## config.mk

```make
export PLATFORM = sky130hd
export DESIGN_NAME = alu_result_fifo
export DESIGN_NICKNAME = d
export VERILOG_FILES = /design/src/rtl/alu_pkg.sv /design/src/rtl/alu_result_fifo.sv
export SDC_FILE = /design/constraint.sdc
export NUM_CORES = 1
export LEC_CHECK = 0
export CAP_MARGIN = 20
export CORE_AREA = 4 4 81 83
export DETAILED_ROUTE_END_ITERATION = 12
export DIE_AREA = 0 0 85 87
export PLACE_DENSITY = 0.75
export SLEW_MARGIN = 40
export SYNTH_ARGS = -nofsm -noshare
export SYNTH_HDL_FRONTEND = slang
export SYNTH_SLANG_ARGS = --single-unit
```

## constraint.sdc

```tcl
create_clock -name clk -period 2.87 [get_ports clk]
set_clock_uncertainty 0.2 [all_clocks]
set_input_delay 0.574 -clock clk [delete_from_list [all_inputs] [get_ports clk]]
set_output_delay 0.574 -clock clk [all_outputs]
set_load 0.005 [all_outputs]
```

## src/rtl/alu_pkg.sv

```systemverilog
// Shared ALU definitions: result/opcode widths, opcode encodings and the illegal-op test.
package alu_pkg;

  localparam int OP_W   = 3;
  localparam int DATA_W = 8;

  localparam logic [OP_W-1:0] OP_ADD = 3'd0;
  localparam logic [OP_W-1:0] OP_SUB = 3'd1;
  localparam logic [OP_W-1:0] OP_MUL = 3'd2;
  localparam logic [OP_W-1:0] OP_AND = 3'd3;
  localparam logic [OP_W-1:0] OP_OR  = 3'd4;
  localparam logic [OP_W-1:0] OP_XOR = 3'd5;

  // Everything above the last defined opcode is unimplemented in the ALU.
  function automatic logic is_illegal_op(input logic [OP_W-1:0] op);
    return op > OP_XOR;
  endfunction

endpackage

```

## src/rtl/alu_result_fifo.sv

```systemverilog
// Capture FIFO behind the ALU: stores {opcode, result} with push-time flags and releases
// entries over valid/ready, counting pushes rejected while full.
module alu_result_fifo #(
  parameter int DEPTH  = 4,
  parameter int DATA_W = alu_pkg::DATA_W,
  parameter int OP_W   = alu_pkg::OP_W
) (
  input  logic                     clk,
  input  logic                     rst,
  input  logic                     in_valid,
  output logic                     in_ready,
  input  logic [OP_W-1:0]          in_opcode,
  input  logic [DATA_W-1:0]        in_result,
  output logic                     out_valid,
  input  logic                     out_ready,
  output logic [OP_W-1:0]          out_opcode,
  output logic [DATA_W-1:0]        out_result,
  output logic                     out_zero,
  output logic                     out_neg,
  output logic                     out_illegal,
  output logic [$clog2(DEPTH):0]   count,
  output logic [7:0]               drop_cnt
);
  import alu_pkg::*;

  localparam int PW = $clog2(DEPTH);
  localparam int CW = PW + 1;
  localparam int EW = OP_W + DATA_W + 3;

  logic [EW-1:0] mem_q [DEPTH];
  logic [PW-1:0] wr_ptr_q, wr_ptr_d, rd_ptr_q, rd_ptr_d;
  logic [CW-1:0] count_q, count_d;
  logic [7:0]    drop_q, drop_d;
  logic          push, pop;
  logic [EW-1:0] wr_entry, head;

  assign in_ready  = (count_q != CW'(DEPTH));
  assign out_valid = (count_q != '0);
  assign push      = in_valid & in_ready;
  assign pop       = out_valid & out_ready;

  // Entry layout, LSB first: result, opcode, zero, neg, illegal.
  assign wr_entry = {is_illegal_op(in_opcode), in_result[DATA_W-1],
                     (in_result == '0), in_opcode, in_result};

  always_comb begin
    wr_ptr_d = wr_ptr_q;
    rd_ptr_d = rd_ptr_q;
    count_d  = count_q;
    drop_d   = drop_q;
    if (push) wr_ptr_d = wr_ptr_q + 1'b1;
    if (pop)  rd_ptr_d = rd_ptr_q + 1'b1;
    case ({push, pop})
      2'b10:   count_d = count_q + 1'b1;
      2'b01:   count_d = count_q - 1'b1;
      default: count_d = count_q;
    endcase
    if (in_valid && !in_ready && drop_q != 8'hFF) drop_d = drop_q + 8'd1;
  end

  always_ff @(posedge clk or posedge rst) begin
    if (rst) begin
      wr_ptr_q <= '0;
      rd_ptr_q <= '0;
      count_q  <= '0;
      drop_q   <= '0;
      for (int i = 0; i < DEPTH; i++) mem_q[i] <= '0;
    end else begin
      wr_ptr_q <= wr_ptr_d;
      rd_ptr_q <= rd_ptr_d;
      count_q  <= count_d;
      drop_q   <= drop_d;
      if (push) mem_q[wr_ptr_q] <= wr_entry;
    end
  end

  // Outputs come straight off the storage registers; nothing from in_* reaches them.
  assign head        = mem_q[rd_ptr_q];
  assign out_result  = head[DATA_W-1:0];
  assign out_opcode  = head[DATA_W +: OP_W];
  assign out_zero    = head[DATA_W+OP_W];
  assign out_neg     = head[DATA_W+OP_W+1];
  assign out_illegal = head[DATA_W+OP_W+2];
  assign count       = count_q;
  assign drop_cnt    = drop_q;

endmodule

```

==> qor.txt, run 1 <==
# diodes = 0
Vias/cell = 5.51
DRT antenna net count = 0
register bit count reported by yosys = 67
CTS tree = yes
slew at the pin with the worst max-slew slack = 0.418 ns
DR WL/cell = 17.0 um
CP required = 2.10 ns
vias in the first global route = 1822
Setup Fix Bufs, Post-CTS = 0
commonest non-fill, non-tap cells in the layout = 67 x dfrtp_1, 53 x mux2_2, 41 x clkdlybuf4s50_1, 13 x mux4_2, 10 x clkbuf_8
RSZ-0062 raised after global routing = false
crit path time final = 2.72 ns
Hold Slack = 0.297 ns
setup violators final = 0
CP Data Arrival Time = 1.94 ns
first-pass GRT wire length = 9290 um
max-cap viol count = 0
synthesized instance count = 207
Syn-to-layout area delta = 23.4%
Resize count post-CTS = 0
Filler cells = 419
initial antenna violation count = 0
Synth Warn # = 0
Die ar. = 7400 sq um
Seq/Total Area, Yosys = 53.5%
clk buf depth = 2
Mapped Avg Cell Area = 15.1 sq um
cell depth of the worst min-delay path = 1
number of distinct library cells after synthesis = 32
# H-tree levels = 3
Hold-fix buffers, CTS = 0
grt total ovfl = 0
residual DRC count = 0
fin. max-slew vios = 0
R2R depth = 8
hpwl dp = 3740 um
Ports = 42
layout cells sized above 1 = 35.3%
Critical Path End Type = output pin
Worst Path Max Fanout = 13
Max-slew headroom = 72.1%
DRT Wirelength = 5650 um
row cnt = 28
Sink Count = 67
drt pass-1 iters = 4
dpl ws = 0.303 ns
syn nets = 229
CTS Buf Count = 9
maximum VDD drop = 0.529 mV
GPL Wtd Cong = 0.808
maximum clock rate = 0.368 GHz
commonest non-fill, non-tap cell in the layout = dfrtp_1
final worst path period share = 94.7%
Synth Cell Area = 3130 sq um
IO Port Bufs = 41
DIE HEIGHT = 87 um
Clk Latency, worst-skew pair = 0.32 ns
# nets final = 275
P_leak = 1.66 nW
total number of vias = 1835
power per cell area = 1140 nW/um^2
run status = finished clean
setup TNS = 0 ns
Fin. Hold Viols = 0
iteration-0 DRC count of the detailed router = 96
Chip Width = 85 um
HP Class = reg2reg
largest net degree at the start of global routing = 68
Clock transition at path regs = 0.07 ns
Total Routing Usage GR = 16.5%
final worst slack = 0.153 ns
core area = 5850 sq um
Root Buffer = clkbuf_8
Initial Util = 53.6%
CP Launch Type = register
critical path class = reg2out
-- synthesized netlist by cell type --
library cell   n  area [sq um]
ha_1           6          75.1
xor2_1         3          26.3
a21oi_1        1          5.00
mux2i_1        1          10.0
and2_1         1          6.26
inv_1          6          22.5
nor2_1         3          11.3
o21ai_1        1          5.00
and3_1         2          12.5
buf_6          4          45.0
clkbuf_1       1          3.75
or3b_1         1          8.76
or4_1          2          15.0
and4bb_1       1          12.5
nand2b_1       2          12.5
o21ai_0        1          5.00
nand4_1        3          18.8
and4_1         1          8.76
nand3_2        4          40.0
buf_2          4          20.0
buf_4          1          7.51
xnor2_1        4          35.0
dfrtp_1       67          1680
fa_1           1          20.0
nand3_1        5          25.0
mux2_1         6          67.6
nand2_1        6          22.5
or3_1          1          6.26
o31a_1         1          8.76
o2111a_1       1          11.3
mux4_2        13           293
mux2_2        53           597
-- cells by family (layout without fill, tap and decap cells) --
family	count (synthesis)	in the layout	synth area share, %
simple gates	32	32	6.39
fa+ha+maj	7	7	3.03
mux	73	73	30.9
buf+inv	16	67	3.15
flops	67	67	53.5
compound gates	5	5	1.12
xor+xnor	7	7	1.96
-- routing by layer --
layer  global-route usage [%]  wire [um]
met1                     21.7       2470
met2                     26.6       2900
met3                     4.54        210
met4                     5.61         70
met5                        0          0
-- power by group --
group	switching (mW)	total [mW]	leakage, nW	internal [mW]
clock network	0.360	0.962	0.126	0.602
logic	0.603	1.80	0.717	1.19
registers	0.275	1.65	0.817	1.37
total	1.24	4.40	1.66	3.17
-- final timing paths --
kind	start	slack, ns	endpoint
worst max-delay path	rd_ptr_q[0]	0.15	out_neg
max in group asynchronous	rst	1.74	mem_q[4]
worst min-delay path	mem_q[13]	0.30	mem_q[13]
worst max register to register	count[0]	0.41	count[2]
min in group asynchronous	rst	0.42	mem_q[46]
worst min register to register	mem_q[13]	0.30	mem_q[13]
-- state kept, by name (all words and copies together) (netlist names) --
name      cells
drop_cnt      8
rd_ptr_q      2
count         3
wr_ptr_q      2
mem_q        52
-- final cells by class --
| type | count | area [sq um] | area share [%] |
|---|---|---|---|
| sequential | 67 | 1680 | 43.4 |
| multi-input combinational | 124 | 1360 | 35.1 |
| timing repair buffer | 45 | 465 | 12.0 |
| clock buffer | 10 | 138 | 3.56 |
| clock inverter | 6 | 113 | 2.91 |
| tap | 75 | 93.8 | 2.43 |
| inverter | 6 | 22.5 | 0.582 |
-- critical path, cell delays in order (launching register included) --
cell and delay (ns):
dfrtp_1 0.44, buf_12 0.20, mux4_2 0.52, clkdlybuf4s50_1 0.46
-- per-stage QoR --
step / utilization (%) / std cells / instance area (sq um) / power (mW)
after floorplan: - / 207 / 3130 / 2.76
after global placement: 61.8 / 317 / 3620 / 3.44
after detailed placement: 61.8 / 317 / 3620 / 3.50
after CTS: 66.1 / 333 / 3870 / 4.47
after global routing: 66.1 / 333 / 3870 / 4.67
final: 66.1 / 333 / 3870 / 4.40
Note: power is estimated with default switching activity, not from simulation.
==> run 2, diff against run 1 <==
Settings changed: SETUP_SLACK_MARGIN from default to 0.2, SLEW_MARGIN 40 to 20.
Clock period 2.87 ns to 2.85 ns, I/O delays scaled along.
==> run 2 against run 1 <==
  * Sequential power is essentially flat
  * First-iteration DRC count is 3.1% higher
  * Clock power is 8.0% lower
  * Total power is 0.97% higher
  * Clock-buffer cell count fell by 1
  * Cell area rose by 2.6%
  * Via count is 3.1% higher
  * Routed wire length increased by 5.6%
  * Final cell count rose by 3.0%
==> qor.txt, run 2 (synthesis results as in run 1) <==
CP Cell Sequence = clkbuf_16 > buf_4 > mux4_2 > clkdlybuf4s50_1
dpl ws = 0.307 ns
slew at the pin with the worst max-slew slack = 0.432 ns
crit path time final = 2.61 ns
Clock transition at path regs = 0.07 ns
max-cap viol count = 0
Max-slew headroom = 71.2%
P_leak = 1.84 nW
Worst path slowest cell = dfrtp_2
r2r endpoint = count[2]
internal power = 3.14 mW
first-pass GRT wire length = 9540 um
Reg with most FFs = mem_q
commonest non-fill, non-tap cell in the layout = dfrtp_1
HP Class = reg2reg
Clk pwr share = 19.9%
r2r setup slk = 0.36 ns
Fin. Hold Viols = 0
crit-path max cell delay = 0.46 ns
Total Routing Usage GR = 17.1%
IO Port Bufs = 41
DIE HEIGHT = 87 um
iteration-0 DRC count of the detailed router = 99
core area = 5850 sq um
Initial Util = 53.6%
DRT Wirelength = 5970 um
GPL Wtd Cong = 0.804
CP Data Arrival Time = 1.84 ns
Sequential Area = 1680 sq um
top cell family by delay on the critical path = buffers and inverters
critical path class = reg2out
final worst path period share = 91.5%
Chip Width = 85 um
# H-tree levels = 3
DRT antenna net count = 0
Hold-fix buffers, CTS = 0
clk buf depth = 2
final worst slack = 0.242 ns
Flop pwr share = 37.5%
Switch Pwr = 1.31 mW
CP required = 2.08 ns
Clk Latency, worst-skew pair = 0.34 ns
fin. max-slew vios = 0
R2R depth = 8
Sw Share = 29.4%
Setup crit start = rd_ptr_q[0]
# nets final = 285
Critical Path End Type = output pin
maximum VDD drop = 0.580 mV
DR WL/cell = 17.4 um
Ports = 42
CTS tree = yes
r2r startpoint = count[0]
setup violators final = 0
run status = finished clean
Vias/cell = 5.51
layout cells sized above 1 = 38.4%
Crit path buffers/inverters = 3
grt total ovfl = 0
Syn-to-layout area delta = 26.6%
# diodes = 0
critical path capture point = out_opcode[2]
maximum clock rate = 0.383 GHz
Sink Count = 67
largest net degree at the start of global routing = 68
vias in the first global route = 1896
Multi-input gate area = 1360 sq um
CTS Buf Count = 9
setup TNS = 0 ns
Filler cells = 397
commonest non-fill, non-tap cells in the layout = 65 x dfrtp_1, 53 x mux2_2, 28 x clkdlybuf4s50_1, 13 x mux4_2, 13 x dlymetal6s2s_1
hpwl dp = 3670 um
residual DRC count = 0
max FFs per register = 52
Levels on crit path = 4
total number of vias = 1891
row cnt = 28
drt pass-1 iters = 4
initial antenna violation count = 0
RSZ-0062 raised after global routing = false
Comb power frac = 42.6%
Worst Path Max Fanout = 4
power per cell area = 1120 nW/um^2
Die ar. = 7400 sq um
CP Launch Type = register
Root Buffer = clkbuf_8
-- run 2: changes by cell type in the layout (fill, tap and decap cells not counted), sizes merged --
cell           delta
buf               +9
bufinv            -1
clkdlybuf4s50    -13
clkinv            -2
clkinvlp          +1
dlymetal6s2s     +13
inv               +3
-- run 2: how the worst min path moves through the flow --
stage,cells past startpoint,startpoint,to
after floorplan,1,mem_q[13],mem_q[13]
after global placement,1,mem_q[53],mem_q[53]
after detailed placement,1,mem_q[53],mem_q[53]
after CTS,1,mem_q[53],mem_q[53]
after global routing,1,mem_q[54],mem_q[54]
final,1,mem_q[53],mem_q[53]
-- run 2: layer usage --
| metal | wire length, um | track usage, % |
|---|---|---|
| met1 | 2620 | 22.4 |
| met2 | 2980 | 26.8 |
| met3 | 257 | 3.69 |
| met4 | 116 | 9.35 |
| met5 | 0 | 0 |
-- run 2: power groups by stage --
stage	Sequential (mW)	Combinational [mW]	Clock [mW]
floorplan	1.58	1.19	0
global placement	1.66	1.81	0
detailed placement	1.67	1.84	0
CTS	1.66	1.88	0.902
global route	1.72	2.06	0.951
finish	1.67	1.89	0.885
-- run 2: stage by stage --
| stage | total power [mW] | area [sq um] | std cells | utilization [%] | hold slack [ns] |
|---|---|---|---|---|---|
| 2_1_floorplan | 2.78 | 3130 | 207 | - | 0.259 |
| 3_3_place_gp | 3.46 | 3620 | 317 | 61.8 | 0.271 |
| 6_report | 4.45 | 3970 | 343 | 67.8 | 0.293 |
| 3_5_place_dp | 3.51 | 3620 | 317 | 61.8 | 0.280 |
| 4_1_cts | 4.43 | 3850 | 334 | 65.8 | 0.299 |
| 5_1_grt | 4.73 | 3970 | 343 | 67.8 | 0.309 |
-- run 2: cell type report --
cell class	instances	share of cell area, %
repair buffers	55	14.9
flip-flops and latches	67	42.3
clock inverters	7	2.49
clock buffers	9	3.12
multi-input cells	124	34.2
inverters	6	0.568
well taps	75	2.37
-- run 2: worst reg2reg max path, stage by stage, from the launching register on --
cell and delay (ns):
dfrtp_1 0.44, or3b_1 0.53, nand2_1 0.19, ha_1 0.21, inv_1 0.07, fa_1 0.38
xor2_1 0.16, nor2_1 0.11, xor2_1 0.14
-- run 2: what timing repair did --
item	4_1_cts	5_1_grt
setup buffers	1	8
gates resized for setup	1	14
gates cloned	0	1
setup endpoints to repair	14	13
==> run 3, diff against run 2 <==
Clock period 2.85 ns to 2.87 ns, I/O delays scaled along.
==> run 3 against run 2 <==
  * First-iteration DRC count is 21% lower
  * Cell area grew 0.44%
  * Core utilization increased by 0.30 points
  * Total power increased by 1.4%
  * Combinational power about the same
  * Clock-buffer cell count is 1 higher
  * Highest routed layer unchanged
  * Non-clock buffer count is the same
  * Sequential share of layout area is 0.19 points lower
==> qor.txt, run 3 (synthesis results as in run 1) <==
run status = finished clean
setup violators final = 0
Critical Path End Type = output pin
# nets final = 285
Clock transition at path regs = 0.07 ns
Cells after DPL = 317
Worst Path Max Fanout = 5
max FFs per register = 52
largest net degree at the start of global routing = 68
Total Routing Usage GR = 16.5%
iteration-0 DRC count of the detailed router = 78
P_leak = 1.81 nW
CP required = 2.10 ns
Root Buffer = clkbuf_8
slew at the pin with the worst max-slew slack = 0.423 ns
hpwl dp = 3740 um
clk buf depth = 2
fin. max-slew vios = 0
Hold-fix buffers, CTS = 0
Filler cells = 402
Non-Filler Instances = 343
vias in the first global route = 1825
RSZ-0062 raised after global routing = false
final core utilization = 68.1%
Max-slew headroom = 71.8%
Syn-to-layout area delta = 27.1%
DRT antenna net count = 0
commonest non-fill, non-tap cell in the layout = dfrtp_1
Chip Width = 85 um
# H-tree levels = 3
CTS Buf Count = 9
initial antenna violation count = 0
row cnt = 28
maximum clock rate = 0.381 GHz
CP Launch Type = register
Fin. Hold Viols = 0
Clk Latency, worst-skew pair = 0.33 ns
# diodes = 0
core area = 5850 sq um
HP Class = reg2reg
setup TNS = 0 ns
IO Port Bufs = 41
Sink Count = 67
layout cells sized above 1 = 38.4%
grt total ovfl = 0
DIE HEIGHT = 87 um
residual DRC count = 0
Die ar. = 7400 sq um
drt pass-1 iters = 4
Vias/cell = 5.45
Reg with most FFs = mem_q
final worst path period share = 91.5%
DR WL/cell = 17.0 um
total number of vias = 1868
crit path time final = 2.63 ns
max-cap viol count = 0
DRT Wirelength = 5830 um
CTS tree = yes
Initial Util = 53.6%
first-pass GRT wire length = 9280 um
power per cell area = 1130 nW/um^2
commonest non-fill, non-tap cells in the layout = 65 x dfrtp_1, 53 x mux2_2, 32 x clkdlybuf4s50_1, 13 x mux4_2, 11 x buf_4
Ports = 42
maximum VDD drop = 0.548 mV
GPL Wtd Cong = 0.808
CP Data Arrival Time = 1.85 ns
critical path class = reg2out
## run 3: layout make-up
type                       count  area, sq um  area share (%)
sequential                    67         1680            42.1
tap                           75         93.8            2.35
clock inverter                 6          113            2.83
timing repair buffer          55          581            14.6
clock buffer                  10          138            3.45
multi-input combinational    124         1360            34.1
inverter                       6         22.5           0.565
## run 3: repair_timing
item                       in CTS  in global routing
gates resized for setup         1                 10
setup endpoints to repair      14                 13
cloned                          0                  1
hold endpoints to repair        0                  0
setup buffers                   1                  8
## run 3: path summary, 6_finish.rpt
check / start / to / slack, ns / cells past startpoint
hold / removal: mem_q[13] / mem_q[13] / 0.30 / 1
hold reg to reg: mem_q[13] / mem_q[13] / 0.30 / 1
setup reg to reg: count[0] / count[2] / 0.41 / 8
min in group asynchronous: rst / mem_q[46] / 0.42 / 3
setup / recovery: rd_ptr_q[0] / out_result[5] / 0.24 / 3
max in group asynchronous: rst / rd_ptr_q[0] / 1.72 / 3
## run 3: per-stage QoR
step	cell area (sq um)	hold WS (ns)	setup WS, ns	power, mW
finish	3990	0.297	0.244	4.51
global route	3990	0.307	0.201	4.77
CTS	3880	0.297	0.179	4.48
detailed placement	3620	0.281	0.303	3.50
global placement	3620	0.271	0.362	3.44
floorplan	3130	0.259	0.413	2.76
## run 3: metal layers
layer  track usage [%]  part of all wire, %  up-vias  wire length (um)
li1                  -                    -      877                 -
met1              21.7                   45      956              2620
met2              26.6                   50       29              2920
met3              4.54                  3.7        6               213
met4              5.61                  1.2        0                70
met5                 0                    0        -                 0
## run 3: power by group
group	leakage (nW)	internal, mW	switching, mW
Clock	0.126	0.602	0.364
Combinational	0.868	1.26	0.628
Sequential	0.815	1.37	0.279
Total	1.81	3.24	1.27
## run 3: critical path, cell delays in order (launching register included)
cell	delay [ns]
dfrtp_2	0.43
clkbuf_16	0.17
mux4_2	0.48
clkdlybuf4s50_1	0.45
